$ cat src/rtl/ram_access_arbiter.sv
// Single-port RAM arbiter between instruction fetch and MEM-stage data access.
// Each access takes one SERVE cycle, where the RAM port is driven from registers,
// followed by one RESP cycle carrying the registered ack. Data wins simultaneous
// requests, and a pending fetch is granted straight out of RESP_MEM so it cannot
// starve. The same holds in the other direction.
module ram_access_arbiter #(
  parameter int unsigned ADDR_WIDTH = 32,
  parameter int unsigned DATA_WIDTH = 32
) (
  input  logic                  clk,
  input  logic                  rst,
  input  logic                  if_req_i,
  input  logic [ADDR_WIDTH-1:0] if_addr_i,
  output logic                  if_ack_o,
  output logic [DATA_WIDTH-1:0] if_data_o,
  input  logic                  mem_req_i,
  input  logic                  mem_we_i,
  input  logic [ADDR_WIDTH-1:0] mem_addr_i,
  input  logic [3:0]            mem_sel_i,
  input  logic [DATA_WIDTH-1:0] mem_data_i,
  output logic                  mem_ack_o,
  output logic [DATA_WIDTH-1:0] mem_data_o,
  output logic                  stallreq_o,
  output logic                  ram_ce_o,
  output logic                  ram_we_o,
  output logic [ADDR_WIDTH-1:0] ram_addr_o,
  output logic [3:0]            ram_sel_o,
  output logic [DATA_WIDTH-1:0] ram_data_o,
  input  logic [DATA_WIDTH-1:0] ram_data_i
);

  typedef enum logic [2:0] {
    StIdle,
    StServeMem,
    StServeIf,
    StRespMem,
    StRespIf
  } state_e;

  state_e                state_q;
  logic                  ram_ce_q;
  logic                  ram_we_q;
  logic [ADDR_WIDTH-1:0] ram_addr_q;
  logic [3:0]            ram_sel_q;
  logic [DATA_WIDTH-1:0] ram_data_q;
  logic                  if_ack_q;
  logic                  mem_ack_q;
  logic [DATA_WIDTH-1:0] if_data_q;
  logic [DATA_WIDTH-1:0] mem_data_q;
  logic                  grant_mem;
  logic                  grant_if;

  // Grant decision: the requester acked in a RESP cycle is not eligible in that cycle.
  always_comb begin
    grant_mem = 1'b0;
    grant_if  = 1'b0;
    if ((state_q == StIdle) || (state_q == StRespIf)) begin
      grant_mem = mem_req_i;
    end
    if (!grant_mem && ((state_q == StIdle) || (state_q == StRespMem))) begin
      grant_if = if_req_i;
    end
  end

  // Arbitration FSM with registered RAM port, acks and read-data holding registers.
  always_ff @(posedge clk) begin
    if (!rst) begin
      state_q    <= StIdle;
      ram_ce_q   <= 1'b0;
      ram_we_q   <= 1'b0;
      ram_addr_q <= '0;
      ram_sel_q  <= '0;
      ram_data_q <= '0;
      if_ack_q   <= 1'b0;
      mem_ack_q  <= 1'b0;
      if_data_q  <= '0;
      mem_data_q <= '0;
    end else begin
      // The port is only driven during SERVE; acks only during RESP.
      ram_ce_q   <= 1'b0;
      ram_we_q   <= 1'b0;
      ram_addr_q <= '0;
      ram_sel_q  <= '0;
      ram_data_q <= '0;
      if_ack_q   <= 1'b0;
      mem_ack_q  <= 1'b0;

      unique case (state_q)
        StServeMem: begin
          if (!ram_we_q) begin
            mem_data_q <= ram_data_i;
          end
          mem_ack_q <= 1'b1;
          state_q   <= StRespMem;
        end
        StServeIf: begin
          if_data_q <= ram_data_i;
          if_ack_q  <= 1'b1;
          state_q   <= StRespIf;
        end
        default: begin
          state_q <= StIdle;
        end
      endcase

      // A grant overrides the defaults above; it is only possible in IDLE or RESP.
      if (grant_mem) begin
        ram_ce_q   <= 1'b1;
        ram_we_q   <= mem_we_i;
        ram_addr_q <= mem_addr_i;
        ram_sel_q  <= mem_sel_i;
        ram_data_q <= mem_data_i;
        state_q    <= StServeMem;
      end else if (grant_if) begin
        ram_ce_q   <= 1'b1;
        ram_we_q   <= 1'b0;
        ram_addr_q <= if_addr_i;
        ram_sel_q  <= 4'b1111;
        ram_data_q <= '0;
        state_q    <= StServeIf;
      end
    end
  end

  assign ram_ce_o   = ram_ce_q;
  assign ram_we_o   = ram_we_q;
  assign ram_addr_o = ram_addr_q;
  assign ram_sel_o  = ram_sel_q;
  assign ram_data_o = ram_data_q;
  assign if_ack_o   = if_ack_q;
  assign mem_ack_o  = mem_ack_q;
  assign if_data_o  = if_data_q;
  assign mem_data_o = mem_data_q;

  assign stallreq_o = (if_req_i & ~if_ack_q) | (mem_req_i & ~mem_ack_q);

endmodule
$ cat config.mk
export PLATFORM = sky130hd
export DESIGN_NAME = ram_access_arbiter
export DESIGN_NICKNAME = d
export VERILOG_FILES = /design/src/rtl/ram_access_arbiter.sv
export SDC_FILE = /design/constraint.sdc
export NUM_CORES = 1
export LEC_CHECK = 0
export ABC_AREA = 1
export CAP_MARGIN = 40
export CORE_ASPECT_RATIO = 1.1
export CORE_MARGIN = 4
export CORE_UTILIZATION = 30
export CTS_BUF_LIST = sky130_fd_sc_hd__clkbuf_4 sky130_fd_sc_hd__clkbuf_8
export DETAILED_ROUTE_END_ITERATION = 6
export PLACE_DENSITY_LB_ADDON = 0.05
export SLEW_MARGIN = 10
export SYNTH_ARGS = -nofsm -noshare
export SYNTH_HDL_FRONTEND = slang
export SYNTH_SLANG_ARGS = --single-unit
$ cat constraint.sdc
create_clock -name clk -period 3.1 [get_ports clk]
set_clock_uncertainty 0.2 [all_clocks]
set_input_delay 0.62 -clock clk [delete_from_list [all_inputs] [get_ports clk]]
set_output_delay 0.62 -clock clk [all_outputs]
set_load 0.02 [all_outputs]
==> metrics.md, run 1 <==
| Metric | Value |
|---|---|
| Status | `finished, final reports clean` |
| Post-route clock period utilization | `89.4%` |
| RD Place Congestion | `0.776` |
| Crit path DAT | `1.95 ns` |
| Worst VDD drop | `0.000243 V` |
| Element type at the critical path start | `input port` |
| Unrepaired setup endpoints after global routing | `false` |
| CTS root buffer | `clkbuf_8` |
| Leakage power | `3.41 nW` |
| Post-CTS Setup Bufs | `0` |
| Via Count | `4,867` |
| Setup TNS | `0 ns` |
| Max cap viols | `0` |
| # resized after CTS | `0` |
| Clock-pin slew of the registers on the worst-case setup and hold paths | `0.07 ns` |
| First-pass GRT wire length | `25,400 um` |
| Final WL | `16,500 um` |
| Post-route ant nets | `0` |
| Share of the yosys chip area belonging to registers | `56.9%` |
| Clock tree buffer depth | `2` |
| # DRC | `0` |
| Input/output buffers | `273` |
| # fillers | `1,517` |
| CTS Hold Bufs | `0` |
| CTS tree | `done` |
| Number of H-tree levels | `4` |
| Hold slack | `0.266 ns` |
| Final core utilization | `52.0%` |
| Pwr/cell area | `567 mW/mm^2` |
| Worst hold path type | `flip-flop to flip-flop` |
| Die width | `130 um` |
| Biggest area consumer among synthesized cells | `dfxtp_1` |
| Rows | `48` |
| Clock Sinks | `139` |
| Clk_lat worst skew | `0.43 ns` |
| Die Height | `142 um` |
| Num ports | `274` |
| Critical setup path kind | `input port to output port` |
| Post-DP HPWL | `12,200 um` |
| Maximum fanout along the worst path | `4` |
| Yosys reg bits | `139` |
| Antenna violations before repair | `0` |
| Die area | `0.0184 sq mm` |
| Initial Util | `30.8%` |
| Syn Inst Count | `632` |
| Placed cell area | `0.00778 sq mm` |
| Vias in the first global route | `4,849` |
| Area Overhead vs Synth | `68.5%` |
| Mean post-synth cell area | `7.73 sq um` |
| Final instance area | `0.00824 sq mm` |
| Post-synth cell types | `18` |
| Fin crit period | `2.77 ns` |
| # diodes | `0` |
| Net count, final | `1,031` |
| Post-Syn Nets | `769` |
| Fin. Hold Viols | `0` |
| Post-synth top area share | `56.9%` |
| Final Instance Count excl. Fillers | `1,107` |
| Layout cells sized above 1 | `6.73%` |
| Drt via density | `4.40` |
| Initial drt markers | `186` |
| CTS Buf Count | `17` |
| Yosys warns | `0` |
| Drt pass-1 iters | `4` |
| Top cells by area, synth | `dfxtp_1 (57%), nand2_1 (13%), nor2_1 (7.8%)` |
| Tightest Pin Transition | `0.787 ns` |
| Final Max Tran Viols | `0` |
| Rel. slew slack | `47.4%` |
| Highest Clock Rate | `361 MHz` |
| Wire per inst | `14.9 um` |
| Mapped cell area | `0.00489 sq mm` |
| Core ar. | `0.0159 sq mm` |
| Critical path required time | `2.28 ns` |
| # setup viols final | `0` |
| Setup crit end kind | `output port` |
| Gr usage total | `17.7%` |
| Largest net degree at the start of global routing | `45` |
| Placed insts | `1,075` |
| GR Overflow Total | `0` |
sequential cells by signal, indices dropped and copies added, names as in the netlist, 3 cells and up:
name        cells
state_q         3
ram_sel_o       4
ram_data_o     32
ram_addr_o     32
if_data_o      32
mem_data_o     32
metal layers:
layer  vias to the layer above  part of all wire, %  GRT usage (%)
li1                       2477                    -              -
met1                      2176                   37           19.0
met2                       192                   50           31.2
met3                        22                   10           6.78
met4                         0                  2.3           6.95
met5                         -                    0              0
report_power, final:
part	internal (mW)	total, mW	switching [mW]
Combinational	0.497	1.04	0.539
Sequential	1.93	1.99	0.0611
Clock	0.959	1.64	0.682
through the flow:
| stage | total power [mW] | worst slack [ns] |
|---|---|---|
| after floorplan | 2.52 | 1.28 |
| after global placement | 3.07 | 0.304 |
| after detailed placement | 3.09 | 0.318 |
| after CTS | 4.75 | 0.311 |
| after global routing | 4.92 | 0.255 |
| final | 4.67 | 0.329 |
final cells by class:
| type | instances | area (sq um) | share of cell area [%] |
|---|---|---|---|
| Timing Repair Buffer | 282 | 2820 | 34.2 |
| Sequential cell | 139 | 2780 | 33.8 |
| Multi-Input combinational cell | 380 | 1660 | 20.1 |
| Clock buffer | 22 | 290 | 3.52 |
| Inverter | 74 | 278 | 3.37 |
| Tap cell | 200 | 250 | 3.04 |
| Clock inverter | 10 | 164 | 1.99 |
cells in the mapped netlist:
library cell  count
o21ai_2          10
inv_1            69
inv_2             5
a21oi_1          39
nand2_1         167
nor2_2            3
buf_2            17
clkbuf_1         16
nand4_1          32
nand3_1           2
o21ai_0          19
nand3_2           1
buf_4             2
nor2_1          102
buf_1             4
o22ai_1           1
o21ai_1           4
dfxtp_1         139
path summary, 6_finish.rpt:
check	startpoint	end	slack, ns	cells after the start
worst max register to register	state_q[2]	if_data_o[4]	1.12	6
worst max-delay path	mem_req_i	stallreq_o	0.33	4
worst min-delay path	if_data_o[15]	if_data_o[15]	0.27	2
worst min register to register	if_data_o[15]	if_data_o[15]	0.27	2
cells by family after synthesis:
logic type | count (synthesis) | synth area share (%)
AND/OR/NAND/NOR | 307 | 25.5
buffers and inverters | 113 | 9.27
flip-flops | 139 | 56.9
AO/OA/AOI/OAI | 73 | 8.27
critical path, stage by stage:
cell             delay, ns
clkdlybuf4s50_1       0.54
inv_1                 0.05
o22ai_1               0.12
clkdlybuf4s50_1       0.62
placed cells by master, fill, tap and decap left out, drive strengths merged:
cell and count:
bufinv 4, clkinvlp 4, buf 10, nor2 105, nand2 167, nand3 3
nand4 32, a21oi 39, dfxtp 139, clkdlybuf4s50 272, clkinv 2, o22ai 1
clkbuf 22, inv 74, o21ai 33
Power figures use the tool's default switching activity.
==> run 2: changes to the inputs <==
--- a/config.mk
+++ b/config.mk
@@ -17,3 +17,4 @@
 export SYNTH_ARGS = -nofsm -noshare
 export SYNTH_HDL_FRONTEND = slang
 export SYNTH_SLANG_ARGS = --single-unit
+export TNS_END_PERCENT = 1
==> constraint.sdc (replaced) <==
create_clock -name clk -period 2.5 [get_ports clk]
set_clock_uncertainty 0.2 [all_clocks]
set_input_delay 0.5 -clock clk [delete_from_list [all_inputs] [get_ports clk]]
set_output_delay 0.5 -clock clk [all_outputs]
set_load 0.02 [all_outputs]
==> metrics.md, run 2 (synthesis gave the netlist of run 1 again) <==
| Metric | Value |
|---|---|
| Status | `finished, final reports clean` |
| Drt pass-1 iters | `5 (+1)` |
| Die Height | `142 um (unchanged)` |
| CP max stage delay | `0.67 ns (+0.05 ns)` |
| Final core utilization | `51.8% (-0.14 points)` |
| # setup viols final | `0 (unchanged)` |
| CTS Buf Count | `17 (unchanged)` |
| Final Max Tran Viols | `0 (unchanged)` |
| Initial Util | `30.8% (unchanged)` |
| WP depth | `1 (-3)` |
| CTS tree | `done` |
| Area Overhead vs Synth | `68.1%` |
| Worst hold path depth | `2 (unchanged)` |
| Fin. Hold Viols | `0 (unchanged)` |
| Die area | `0.0184 sq mm (unchanged)` |
| Vias in the first global route | `4,840 (-0.19%)` |
| GR Overflow Total | `0 (unchanged)` |
| R2R Path Start | `state_q[2]` |
| Setup crit end kind | `output port` |
| Setup slack at placement | `0.0177 ns (-0.300 ns)` |
| Leakage power | `3.42 nW (+0.33%)` |
| Most common cell after layout, fill and taps aside | `clkdlybuf4s50_1` |
| Critical path required time | `1.80 ns (-0.48 ns)` |
| Clk_lat worst skew | `0.43 ns (about the same)` |
| # DRC | `0 (unchanged)` |
| Element type at the critical path start | `flip-flop` |
| Post-DP HPWL | `12,200 um (+0.55%)` |
| Setup TNS | `0 ns (unchanged)` |
| RD Place Congestion | `0.774 (-0.36%)` |
| Final WL | `16,600 um (+0.61%)` |
| Sequence of cells on the critical path | `clkdlybuf4s50_1` |
| Rel. slew slack | `49.0% (+1.7 points)` |
| Clock-pin slew of the registers on the worst-case setup and hold paths | `0.07 ns (about the same)` |
| # fillers | `1,532 (+0.99%)` |
| Wire per inst | `14.9 um (+0.34%)` |
| Fin crit period | `2.21 ns` |
| Layout cells sized above 1 | `6.93% (+0.21 points)` |
| Crit path max-delay cell type | `clkdlybuf4s50_1` |
| Drt via density | `4.37 (-0.64%)` |
| Net count, final | `1,034 (+0.29%)` |
| Largest net degree at the start of global routing | `65 (+44%)` |
| Reg2reg end | `mem_data_o[14]` |
| Crit path to | `ram_we_o` |
| Unrepaired setup endpoints after global routing | `false` |
| Max cap viols | `0 (unchanged)` |
| Worst r2r path cells | `5 (-1)` |
| Worst setup margin | `0.291 ns (-0.0383 ns)` |
| Maximum fanout along the worst path | `3 (-1)` |
| Commonest cells after routing, fill and taps aside | `clkdlybuf4s50_1 (271), nand2_1 (167), dfxtp_1 (139)` |
| Initial drt markers | `183 (-1.6%)` |
| Clock tree buffer depth | `2 (unchanged)` |
| Crit path max-delay family | `buffers and inverters` |
| Post-route clock period utilization | `88.4%` |
| Crit path DAT | `1.51 ns (-0.44 ns)` |
| Post-route ant nets | `0 (unchanged)` |
| CTS Hold Bufs | `0 (unchanged)` |
| Tightest Pin Transition | `0.763 ns (-0.0249 ns)` |
| Num ports | `274 (unchanged)` |
| Number of H-tree levels | `4 (unchanged)` |
| Gr usage total | `17.7% (about the same)` |
| Worst hold path type | `flip-flop to flip-flop` |
| Crit path from | `ram_we_o` |
| Hold path start | `if_data_o[28]` |
| Clock Sinks | `139 (unchanged)` |
| Worst VDD drop | `0.000279 V (+15%)` |
| Input/output buffers | `273 (unchanged)` |
| Critical setup path kind | `flip-flop to output port` |
| CTS root buffer | `clkbuf_8` |
| Die width | `130 um (unchanged)` |
| First-pass GRT wire length | `25,200 um (-0.79%)` |
| Reg2Reg Setup Slack | `0.59 ns (-0.53 ns)` |
| Core ar. | `0.0159 sq mm (unchanged)` |
| Via Count | `4,849 (-0.37%)` |
| Rows | `48 (unchanged)` |
| Pwr Total | `5.69 mW (+22%)` |
| WP buf/inv | `1 (-2)` |
| Highest Clock Rate | `453 MHz` |
| Pwr/cell area | `693 mW/mm^2 (+22%)` |
| Antenna violations before repair | `1 (+1)` |
==> run 2: per-stage QoR <==
step | cells | instance area [sq um] | hold WS [ns]
2_1_floorplan | 632 | 4890 | 0.331
3_3_place_gp | 1078 | 7790 | 0.253
3_5_place_dp | 1078 | 7790 | 0.254
4_1_cts | 1109 | 8210 | 0.266
5_1_grt | 1110 | 8220 | 0.281
6_report | 1110 | 8220 | 0.264
==> run 2: per-layer routing <==
layer | share of wire, % | global-route usage (%) | vias up
li1 | - | - | 2481
met4 | 2.6 | 7.33 | 0
met2 | 50 | 30.6 | 184
met5 | 0 | 0 | -
met3 | 9.6 | 6.63 | 28
met1 | 38 | 19.4 | 2156
==> run 2: worst min-delay path by stage <==
stage,slack [ns],endpoint
floorplan,0.33,mem_ack_o
global placement,0.25,if_data_o[29]
detailed placement,0.25,if_data_o[28]
CTS,0.27,if_data_o[28]
global route,0.28,if_data_o[19]
finish,0.26,if_data_o[28]
==> run 2: timing repair <==
item	in CTS	in global routing
setup buffers	0	0
endpoints found under the setup margin	0	1
resized for setup	0	1
==> run 2: cell type report <==
| class | instances | area, sq um | area share [%] |
|---|---|---|---|
| repair buffers | 285 | 2820 | 34.3 |
| clock inverters | 7 | 113 | 1.37 |
| clock buffers | 24 | 312 | 3.79 |
| inverters | 74 | 278 | 3.38 |
| diodes | 1 | 2.50 | 0.0305 |
| flip-flops and latches | 139 | 2780 | 33.9 |
| well taps | 200 | 250 | 3.05 |
| multi-input cells | 380 | 1660 | 20.2 |
==> run 2: where the power goes <==
part           switching [mW]  internal [mW]  total [mW]
Sequential             0.0754           2.40        2.47
Clock                   0.819           1.12        1.94
Combinational           0.665          0.617        1.28
